===== config.mk =====
export PLATFORM = sky130hd
export DESIGN_NAME = mem_access_master
export DESIGN_NICKNAME = d
export VERILOG_FILES = /design/src/rtl/mem_access_pkg.sv /design/src/rtl/mem_data_align.sv /design/src/rtl/mem_access_master.sv
export SDC_FILE = /design/constraint.sdc
export NUM_CORES = 1
export LEC_CHECK = 0
export ABC_CLOCK_PERIOD_IN_PS = 5600
export BUFFER_PORTS_ARGS = -buffer_cell sky130_fd_sc_hd__buf_2
export CAP_MARGIN = 0
export CORE_UTILIZATION = 40
export DETAILED_ROUTE_END_ITERATION = 12
export HOLD_SLACK_MARGIN = 0.15
export SYNTH_ARGS = -nofsm -noshare
export SYNTH_HDL_FRONTEND = slang
export SYNTH_SLANG_ARGS = --single-unit
export TNS_END_PERCENT = 30

===== constraint.sdc =====
create_clock -name clk -period 5.6 [get_ports clk]
set_input_delay 0.28 -clock clk [delete_from_list [all_inputs] [get_ports clk]]
set_output_delay 0.28 -clock clk [all_outputs]
set_load 0.02 [all_outputs]

===== src/rtl/mem_access_pkg.sv =====
// Shared types and helpers for the RV32 load/store memory access master.
package mem_access_pkg;

    localparam logic [2:0] F3_B  = 3'b000;
    localparam logic [2:0] F3_H  = 3'b001;
    localparam logic [2:0] F3_W  = 3'b010;
    localparam logic [2:0] F3_BU = 3'b100;
    localparam logic [2:0] F3_HU = 3'b101;

    typedef enum logic [2:0] {
        S_IDLE,
        S_RD,
        S_RD_WAIT,
        S_WR,
        S_WR_WAIT,
        S_RESP
    } state_t;

    // Only the request fields needed after acceptance are kept.
    typedef struct packed {
        logic        we;
        logic [2:0]  funct3;
        logic [1:0]  addr_lo;
        logic [31:0] wdata;
    } mem_req_t;

    function automatic logic is_misaligned(input logic [2:0] funct3, input logic [1:0] addr_lo);
        case (funct3[1:0])
            2'b01:   return addr_lo[0];
            2'b10:   return |addr_lo;
            default: return 1'b0;
        endcase
    endfunction

    function automatic logic is_illegal(input logic we, input logic [2:0] funct3);
        if (we)
            return !(funct3 == F3_B || funct3 == F3_H || funct3 == F3_W);
        return (funct3 == 3'b011) || (funct3[2:1] == 2'b11);
    endfunction

endpackage


===== src/rtl/mem_data_align.sv =====
// Byte/half lane handling: extends loaded lanes and merges sub-word store data into a word.
module mem_data_align
    import mem_access_pkg::*;
(
    input  logic [2:0]  funct3,
    input  logic [1:0]  addr_lo,
    input  logic [31:0] word,
    input  logic [31:0] wdata,
    output logic [31:0] load_data,
    output logic [31:0] merged
);

    logic [7:0]  lane_b;
    logic [15:0] lane_h;

    always_comb begin
        lane_b = word[{addr_lo, 3'b000} +: 8];
        lane_h = addr_lo[1] ? word[31:16] : word[15:0];

        case (funct3)
            F3_B:    load_data = {{24{lane_b[7]}}, lane_b};
            F3_H:    load_data = {{16{lane_h[15]}}, lane_h};
            F3_BU:   load_data = {24'h0, lane_b};
            F3_HU:   load_data = {16'h0, lane_h};
            default: load_data = word;
        endcase

        merged = word;
        case (funct3[1:0])
            2'b00:   merged[{addr_lo, 3'b000} +: 8]     = wdata[7:0];
            2'b01:   merged[{addr_lo[1], 4'b0000} +: 16] = wdata[15:0];
            default: merged = wdata;
        endcase
    end

endmodule


===== src/rtl/mem_access_master.sv =====
// Converts byte-addressed RV32 loads/stores into word memory transactions;
// sub-word stores become read-modify-write since the memory has no byte enables.
module mem_access_master
    import mem_access_pkg::*;
#(
    parameter int MEM_ADDR_WIDTH = 30,
    parameter int TIMEOUT_CYCLES = 16
) (
    input  logic                      clk,
    input  logic                      rst,
    input  logic                      req_valid,
    output logic                      req_ready,
    input  logic                      req_we,
    input  logic [2:0]                req_funct3,
    input  logic [31:0]               req_addr,
    input  logic [31:0]               req_wdata,
    output logic                      resp_valid,
    output logic [31:0]               resp_rdata,
    output logic                      resp_err,
    output logic                      mem_request,
    output logic                      mem_we,
    output logic [MEM_ADDR_WIDTH-1:0] mem_addr,
    output logic [31:0]               mem_wdata,
    input  logic                      mem_valid,
    input  logic [31:0]               mem_rdata
);

    localparam int CNT_W = $clog2(TIMEOUT_CYCLES + 1);
    localparam logic [CNT_W-1:0] TO_LAST = CNT_W'(TIMEOUT_CYCLES - 1);

    state_t   state, state_d;
    mem_req_t req_q, req_d;
    logic [CNT_W-1:0] cnt_q, cnt_d;

    logic                      req_ready_d, resp_valid_d, resp_err_d;
    logic                      mem_request_d, mem_we_d;
    logic [31:0]               resp_rdata_d, mem_wdata_d;
    logic [MEM_ADDR_WIDTH-1:0] mem_addr_d;
    logic [31:0]               load_data, merged;
    logic                      timed_out;

    mem_data_align u_align (
        .funct3    (req_q.funct3),
        .addr_lo   (req_q.addr_lo),
        .word      (mem_rdata),
        .wdata     (req_q.wdata),
        .load_data (load_data),
        .merged    (merged)
    );

    assign timed_out = (cnt_q == TO_LAST);

    always_comb begin
        state_d       = state;
        req_d         = req_q;
        cnt_d         = cnt_q;
        resp_valid_d  = 1'b0;
        resp_rdata_d  = resp_rdata;
        resp_err_d    = resp_err;
        mem_request_d = 1'b0;
        mem_we_d      = 1'b0;
        mem_addr_d    = mem_addr;
        mem_wdata_d   = mem_wdata;

        case (state)
            S_IDLE: begin
                if (req_valid) begin
                    req_d.we      = req_we;
                    req_d.funct3  = req_funct3;
                    req_d.addr_lo = req_addr[1:0];
                    req_d.wdata   = req_wdata;
                    if (is_illegal(req_we, req_funct3) || is_misaligned(req_funct3, req_addr[1:0])) begin
                        // Pulse is raised from RESP on the following edge.
                        state_d = S_RESP;
                    end else if (req_we && req_funct3 == F3_W) begin
                        state_d       = S_WR;
                        mem_request_d = 1'b1;
                        mem_we_d      = 1'b1;
                        mem_addr_d    = req_addr[MEM_ADDR_WIDTH+1:2];
                        mem_wdata_d   = req_wdata;
                    end else begin
                        state_d       = S_RD;
                        mem_request_d = 1'b1;
                        mem_addr_d    = req_addr[MEM_ADDR_WIDTH+1:2];
                    end
                end
            end
            S_RD: begin
                state_d = S_RD_WAIT;
                cnt_d   = '0;
            end
            S_RD_WAIT: begin
                if (mem_valid) begin
                    if (req_q.we) begin
                        state_d       = S_WR;
                        mem_request_d = 1'b1;
                        mem_we_d      = 1'b1;
                        mem_wdata_d   = merged;
                    end else begin
                        state_d      = S_RESP;
                        resp_valid_d = 1'b1;
                        resp_rdata_d = load_data;
                        resp_err_d   = 1'b0;
                    end
                end else if (timed_out) begin
                    state_d      = S_RESP;
                    resp_valid_d = 1'b1;
                    resp_rdata_d = '0;
                    resp_err_d   = 1'b1;
                end else begin
                    cnt_d = cnt_q + 1'b1;
                end
            end
            S_WR: begin
                state_d = S_WR_WAIT;
                cnt_d   = '0;
            end
            S_WR_WAIT: begin
                if (mem_valid || timed_out) begin
                    state_d      = S_RESP;
                    resp_valid_d = 1'b1;
                    resp_rdata_d = '0;
                    resp_err_d   = !mem_valid;
                end else begin
                    cnt_d = cnt_q + 1'b1;
                end
            end
            S_RESP: begin
                if (resp_valid) begin
                    state_d = S_IDLE;
                end else begin
                    resp_valid_d = 1'b1;
                    resp_rdata_d = '0;
                    resp_err_d   = 1'b1;
                end
            end
            default: state_d = S_IDLE;
        endcase

        req_ready_d = (state_d == S_IDLE);
    end

    always_ff @(posedge clk or posedge rst) begin
        if (rst) begin
            state       <= S_IDLE;
            req_q       <= '0;
            cnt_q       <= '0;
            req_ready   <= 1'b1;
            resp_valid  <= 1'b0;
            resp_rdata  <= '0;
            resp_err    <= 1'b0;
            mem_request <= 1'b0;
            mem_we      <= 1'b0;
            mem_addr    <= '0;
            mem_wdata   <= '0;
        end else begin
            state       <= state_d;
            req_q       <= req_d;
            cnt_q       <= cnt_d;
            req_ready   <= req_ready_d;
            resp_valid  <= resp_valid_d;
            resp_rdata  <= resp_rdata_d;
            resp_err    <= resp_err_d;
            mem_request <= mem_request_d;
            mem_we      <= mem_we_d;
            mem_addr    <= mem_addr_d;
            mem_wdata   <= mem_wdata_d;
        end
    end

endmodule


==> impl_metrics.py, run 1 <==
metrics = {
    "outcome": {
        "status": "finished, final reports clean",
    },
    "final_layout": {
        "synthToLayoutAreaGrowth_pct": 32.3,
        "antenna_cells": 0,
        "finalNetCount": 1024,
        "final_util": 0.548,
        "fill_cells": 1575,
        "post_route_cells_drive_above_1_share": 0.372,
    },
    "critical_path": {
        "crit_start": "state[0]",
        "end_kind": "flip-flop",
        "reg2reg_to": "mem_wdata[14]",
        "crit_end": "mem_wdata[14]",
        "crit_fanout": 33,
        "reg2regPathDepth": 6,
        "crit_arrival_ns": 4.16,
        "required_ns": 5.90,
        "path_class": "flip-flop to flip-flop",
        "reg2reg_slack_ns": 1.74,
        "r2r-start": "state[0]",
        "startpoint_type": "flip-flop",
    },
    "yosys": {
        "ys_seq_area_frac": 0.500,
        "synth_nets": 776,
        "yosysUniqueCellTypes": 58,
        "synth_edf_count": 0,
        "synth_warnings": 0,
        "synth_seq_cells": 145,
        "async_flop_share": 1.00,
        "avgSynthCellArea_um2": 11.0,
        "synth_ff_type": "dfrtp_1",
        "netlist_area_um2": 7260,
        "syn_inst": 661,
    },
    "power_and_ir_drop": {
        "p_leak_nw": 4.51,
        "irDropWorstVdd_v": 0.000334,
        "p_per_area_nw_per_um2": 561,
    },
    "route": {
        "avgRoutedWirePerCell_um": 20.5,
        "dr.first_iter.drc_count": 534,
        "drc": 0,
        "ant_nets": 0,
        "drt_wl_total_um": 23600,
        "dr_total_vias": 6394,
        "viasPerCell": 5.57,
        "drt_pass1_iterations": 6,
    },
    "timing": {
        "tightestPinTransition_ns": 1.42,
        "slew_violations": 0,
        "rsz0062_at_grt": "no",
        "fin_skew_ns": 0.00995,
        "fin_crit_ns": 3.86,
        "finalSetupViolCount": 0,
        "report.final.hold_viol_count": 0,
        "maxSlewHeadroom": 0.0463,
        "finalSetupTns_ns": 0,
        "period_share": 0.689,
        "fmaxAchievable_mhz": 259,
    },
    "global_route": {
        "grt_pass1_vias": 6387,
        "antenna_found_initial": 0,
        "grt_pass1_wl_um": 35900,
        "overflow": 0,
        "grt_max_degree": 96,
        "track_usage": 0.257,
    },
    "run": {
        "maxCapViolations": 0,
    },
    "floorplan": {
        "io_pins": 203,
        "dieArea_um2": 18700,
        "die_w_um": 137,
        "start_util": 0.414,
        "core_um2": 17500,
        "die_height_um": 137,
        "row_count": 48,
    },
    "clock_network": {
        "cts_tree": "yes",
        "post_cts_buffers": 0,
        "clk_latency_ns": 0.42,
        "root_buffer": "clkbuf_16",
        "hold_buffers": 62,
        "clkTransAtPathRegs_ns": 0.06,
        "clock-sinks": 145,
        "cts_buffer_depth": 2,
        "htreeDepth": 4,
        "numCtsBuffers": 17,
        "cts_resized": 0,
    },
    "placed_design": {
        "hpwl_um": 16600,
        "gp_routability_congestion": 0.908,
        "io_buffers": 202,
    },
    "worst_hold_path": {
        "hold_path.class": "input pin to flip-flop",
    },
}
## how the worst min path moves through the flow
| stage | from | endpoint | slack [ns] | cells past startpoint |
|---|---|---|---|---|
| 2_1_floorplan | req_addr[0] | req_q[32] | 0.40 | 2 |
| 3_3_place_gp | resp_rdata[26] | resp_rdata[26] | 0.46 | 2 |
| 3_5_place_dp | resp_rdata[6] | resp_rdata[6] | 0.46 | 2 |
| 4_1_cts | req_wdata[16] | req_q[16] | 0.15 | 2 |
| 5_1_grt | req_wdata[17] | req_q[17] | 0.16 | 2 |
| 6_report | req_wdata[17] | req_q[17] | 0.18 | 2 |
## where the power goes
group / internal (mW) / total (mW) / leakage, nW / switching, mW
clock network: 0.624 / 1.11 / 0.274 / 0.485
logic: 0.939 / 2.37 / 2.42 / 1.43
registers: 1.50 / 1.92 / 1.81 / 0.416
## cells by family after synthesis
group,synth area share
compound gates,0.171
xor+xnor,0.00362
fa+ha+maj,0.0189
buf+inv,0.0374
flops,0.500
mux,0.156
simple gates,0.113
## synthesized netlist by cell type (2+ instances only)
library cell,instances,share of area
dfrtp_1,144,0.50
mux2_2,75,0.12
nor2_1,70,0.036
nand2_1,69,0.036
o31ai_1,28,0.029
o21ai_0,25,0.017
a221oi_1,23,0.028
a21oi_1,21,0.014
clkbuf_1,19,0.0098
buf_2,16,0.011
a31oi_1,15,0.013
mux2_4,15,0.031
inv_1,12,0.0062
nand2b_1,12,0.010
ha_1,11,0.019
o22ai_1,9,0.0078
a221o_1,8,0.011
a32o_1,8,0.011
nor4b_1,8,0.0096
o41ai_1,7,0.0084
buf_1,4,0.0021
mux2i_1,4,0.0055
nand3_1,4,0.0028
nor3_1,4,0.0028
and3_1,3,0.0026
buf_6,3,0.0047
nand4_1,3,0.0026
o31ai_2,3,0.0052
a211oi_1,2,0.0021
a21o_1,2,0.0021
nand3b_1,2,0.0021
nor2b_1,2,0.0017
o21a_1,2,0.0021
o21ai_1,2,0.0014
o22a_1,2,0.0024
xor2_1,2,0.0024
## layout by cell type (no fill, tap or decap), drive strengths merged, types with 4 or more instances in the layout
cell	n
o41ai	7
dfrtp	144
buf	209
nand2b	12
a221oi	23
a221o	8
a21oi	21
ha	11
mux2	90
clkbuf	17
inv	19
a32o	8
o22ai	10
nor4b	8
nor3	4
a31oi	15
o21ai	27
nor2	70
nand2	69
dlygate4sd3	64
o31ai	31
nand3	4
mux2i	4
clkinv	5
## metrics by stage
stage | area (µm²) | power (mW) | std cells | hold WS, ns | setup slack (ns)
floorplan | 7260 | 3.45 | 661 | 0.397 | 1.43
global placement | 8400 | 4.15 | 1051 | 0.458 | 1.92
detailed placement | 8400 | 4.22 | 1051 | 0.465 | 1.79
CTS | 9590 | 5.38 | 1145 | 0.150 | 1.78
global route | 9610 | 5.69 | 1147 | 0.160 | 1.58
finish | 9610 | 5.39 | 1147 | 0.178 | 1.74
## cell type report
class	count	area (µm²)	area share
flip-flops and latches	145	3630	0.378
inverters	13	53.8	0.00560
multi-input cells	459	3370	0.351
repair buffers	273	1700	0.177
clock inverters	15	148	0.0154
well taps	225	282	0.0293
clock buffers	17	425	0.0443
## sequential cells by signal, indices dropped and copies added (netlist names)
| name | cells |
|---|---|
| resp_err | 1 |
| state | 3 |
| req_q | 38 |
| mem_we | 1 |
| req_ready | 1 |
| resp_valid | 1 |
| mem_addr | 30 |
| cnt_q | 5 |
| resp_rdata | 32 |
| mem_request | 1 |
| mem_wdata | 32 |
## layer usage
metal | global-route usage | vias to the layer above | share of wire
li1 | - | 2935 | -
met1 | 0.337 | 3119 | 0.42
met2 | 0.421 | 318 | 0.48
met3 | 0.0756 | 22 | 0.086
met4 | 0.0537 | 0 | 0.014
met5 | 0 | - | 0
## worst max-delay path, cell delays in order, from the launching register on
cell and delay (ns):
dfrtp_1 0.58, nor2_1 0.09, nand2_1 0.88, o22a_1 0.69, or2_1 0.66, buf_4 0.44
mux2_2 0.39
(Power assumes the default switching activity.)
==> run 2: changes to the inputs <==
--- a/config.mk
+++ b/config.mk
@@ -5,7 +5,8 @@
 export SDC_FILE = /design/constraint.sdc
 export NUM_CORES = 1
 export LEC_CHECK = 0
-export ABC_CLOCK_PERIOD_IN_PS = 5600
+export ABC_AREA = 1
+export ABC_CLOCK_PERIOD_IN_PS = 3850
 export BUFFER_PORTS_ARGS = -buffer_cell sky130_fd_sc_hd__buf_2
 export CAP_MARGIN = 0
 export CORE_UTILIZATION = 40
==> constraint.sdc (replaced) <==
create_clock -name clk -period 3.85 [get_ports clk]
set_input_delay 0.1925 -clock clk [delete_from_list [all_inputs] [get_ports clk]]
set_output_delay 0.1925 -clock clk [all_outputs]
set_load 0.02 [all_outputs]
==> run 2 against run 1 <==
- sequential power up 37%
- combinational power up 65%
- worst hold slack worse by 0.0032 ns
- clock skew up 0.0028 ns
- largest power group unchanged
- highest routed layer is now met5
==> impl_metrics.py, run 2 <==
metrics = {
    "outcome": {
        "status": "finished, final reports clean",
    },
    "global_route": {
        "grt_max_degree": 63,
        "antenna_found_initial": 2,
        "overflow": 0,
        "track_usage": 0.256,
        "grt_pass1_wl_um": 43500,
        "grt_pass1_vias": 8228,
    },
    "yosys": {
        "synth_warnings": 0,
        "synth.most_common_cell": "nand2_1",
        "synthTopCellsByCount": "420 x nand2_1, 144 x dfrtp_1, 132 x inv_1",
        "async_flop_share": 1.00,
        "avgSynthCellArea_um2": 6.85,
        "synth_seq_cells": 145,
        "ys_top_cells_by_area": "dfrtp_1 42%, nand2_1 19%, nand3_1 6.2%",
        "yosys.area.top_type": "dfrtp_1",
        "synth_edf_count": 0,
        "syn_inst": 1242,
        "ys_seq_area_frac": 0.427,
        "synth_top_cell_area_share": 0.424,
        "synth_ff_type": "dfrtp_1",
        "yosysUniqueCellTypes": 32,
        "netlist_area_um2": 8500,
        "synth_nets": 1357,
    },
    "final_layout": {
        "fin_area_um2": 10900,
        "final_util": 0.530,
        "final_cell_mix": "420 x nand2_1, 202 x buf_2, 144 x dfrtp_1",
        "largestRegisters": "req_q: 38 flops, mem_wdata: 32 flops, resp_rdata: 32 flops",
        "fill_cells": 2091,
        "seqCellArea_um2": 3630,
        "post_route_cells_drive_above_1_share": 0.194,
        "top_register": "req_q",
        "final_common_cell": "nand2_1",
        "multi_input_comb_area_um2": 3980,
        "finalNetCount": 1598,
        "largest_reg_flops": 38,
        "synthToLayoutAreaGrowth_pct": 28.2,
    },
    "critical_path": {
        "path_class": "flip-flop to flip-flop",
        "end_kind": "flip-flop",
        "required_ns": 4.17,
        "crit_fanout": 20,
        "crit_arrival_ns": 2.91,
        "startpoint_type": "flip-flop",
        "critPathSlowestCell": "nand3_1",
        "cp_cell_sequence": "ha_1, nand2_1, nor2_1, ha_1, nor2_1, nor2_1, nand2_1, nand3_1, nand2_2, nor2_1, nand2_1, nand2_1",
        "slowest_delay_ns": 0.50,
        "cpLargestDelayFamily": "simple AND/OR/NAND/NOR gates",
        "crit_buf_inv": 0,
    },
    "floorplan": {
        "die_w_um": 148,
        "row_count": 52,
        "core_um2": 20600,
        "start_util": 0.414,
        "die_height_um": 148,
        "io_pins": 203,
        "dieArea_um2": 21800,
    },
    "clock_network": {
        "cts_tree": "yes",
        "clock-sinks": 145,
        "htreeDepth": 4,
        "hold_buffers": 70,
        "root_buffer": "clkbuf_16",
        "cts_resized": 0,
        "post_cts_buffers": 0,
        "clk_latency_ns": 0.44,
        "numCtsBuffers": 17,
        "clkTransAtPathRegs_ns": 0.07,
        "cts_buffer_depth": 2,
    },
    "timing": {
        "period_share": 0.673,
        "fin_crit_ns": 2.59,
        "slew_violations": 0,
        "fin_ws_ns": 1.26,
        "fin_skew_ns": 0.0127,
        "tightestPinTransition_ns": 0.949,
        "report.final.hold_viol_count": 0,
        "fmaxAchievable_mhz": 386,
        "finalSetupTns_ns": 0,
        "finalSetupViolCount": 0,
        "rsz0062_at_grt": "no",
        "maxSlewHeadroom": 0.366,
    },
    "placed_design": {
        "gp_routability_congestion": 0.917,
        "dpl_worst_slack_ns": 1.28,
        "io_buffers": 202,
        "hpwl_um": 19300,
        "place_area_um2": 9620,
    },
    "route": {
        "ant_nets": 0,
        "avgRoutedWirePerCell_um": 15.3,
        "dr.first_iter.drc_count": 627,
        "viasPerCell": 4.91,
        "dr_total_vias": 8682,
        "drc": 0,
        "drt_pass1_iterations": 5,
        "drt_wl_total_um": 27000,
    },
    "power_and_ir_drop": {
        "p_seq_frac": 0.320,
        "p_per_area_nw_per_um2": 754,
        "p_int_mw": 4.30,
        "power_mw": 8.22,
        "irDropWorstVdd_v": 0.000390,
        "p_leak_nw": 5.98,
        "swShare": 0.477,
        "pwr-share-clk": 0.203,
        "power_switching_mw": 3.92,
        "pwr-share-comb": 0.477,
    },
    "run": {
        "maxCapViolations": 0,
    },
    "worst_hold_path": {
        "hold_path.class": "input pin to flip-flop",
    },
}
## run 2: cell count changes after synthesis, moves of 23 or more
cell	delta
mux2_2	-75
inv_1	+120
o21ai_0	+81
nand2_1	+351
nor2_1	+51
o31ai_1	-28
nand3_1	+102
a221oi_1	-23
## run 2: layout make-up
class / count / area share
flip-flops and latches: 145 / 0.333
multi-input cells: 883 / 0.365
repair buffers: 280 / 0.164
well taps: 270 / 0.0310
inverters: 156 / 0.0543
clock buffers: 18 / 0.0403
diodes: 1 / 0.000230
clock inverters: 14 / 0.0130
## run 2: path summary, 6_finish.rpt
kind                                start             end  slack, ns  depth (start not counted)
max in group asynchronous             rst   mem_wdata[28]       2.43                          4
min in group asynchronous             rst        cnt_q[2]       0.46                          3
hold reg to reg            resp_rdata[12]  resp_rdata[12]       0.48                          2
setup reg to reg                 cnt_q[0]  resp_rdata[11]       1.26                         12
setup / recovery                 cnt_q[0]  resp_rdata[11]       1.26                         12
hold / removal               mem_rdata[8]   resp_rdata[8]       0.18                          5
## run 2: power by group through the flow
stage                     clock (mW)  sequential [mW]  combinational (mW)
after floorplan                    0             3.00                2.39
after global placement             0             2.63                3.83
after detailed placement           0             2.63                3.86
after CTS                       1.69             2.62                3.92
after global routing            1.76             2.71                4.42
final                           1.67             2.63                3.92
## run 2: per-layer routing
| metal | vias up | share of wire | GRT usage |
|---|---|---|---|
| met5 | - | 0.00048 | 0 |
| met4 | 2 | 0.017 | 0.0722 |
| met3 | 30 | 0.068 | 0.0531 |
| met2 | 292 | 0.45 | 0.412 |
| met1 | 3994 | 0.46 | 0.349 |
| li1 | 4364 | - | - |
## run 2: per-stage QoR
step                cells  hold WS [ns]
floorplan            1242         0.302
CTS                  1766         0.151
global route         1766         0.202
detailed placement   1664         0.395
global placement     1664         0.397
finish               1767         0.175
## run 2: worst register-to-register path, stage by stage, from the launching register on
cell and delay, ns:
dfrtp_1 0.41, ha_1 0.22, nand2_1 0.06, nor2_1 0.04, ha_1 0.17, nor2_1 0.28, nor2_1 0.09, nand2_1 0.09
nand3_1 0.50, nand2_2 0.42, nor2_1 0.08, nand2_1 0.08, nand2_1 0.05
## run 2: cells by family (layout without fill, tap and decap cells)
group / Yosys count / count (layout) / share of synthesized area
buffers and inverters: 214 / 468 / 0.106
AO/OA/AOI/OAI: 186 / 186 / 0.116
other: 0 / 1 / 0
AND/OR/NAND/NOR: 686 / 686 / 0.335
adder cells (fa/ha/maj): 11 / 11 / 0.0162
flip-flops: 145 / 145 / 0.427
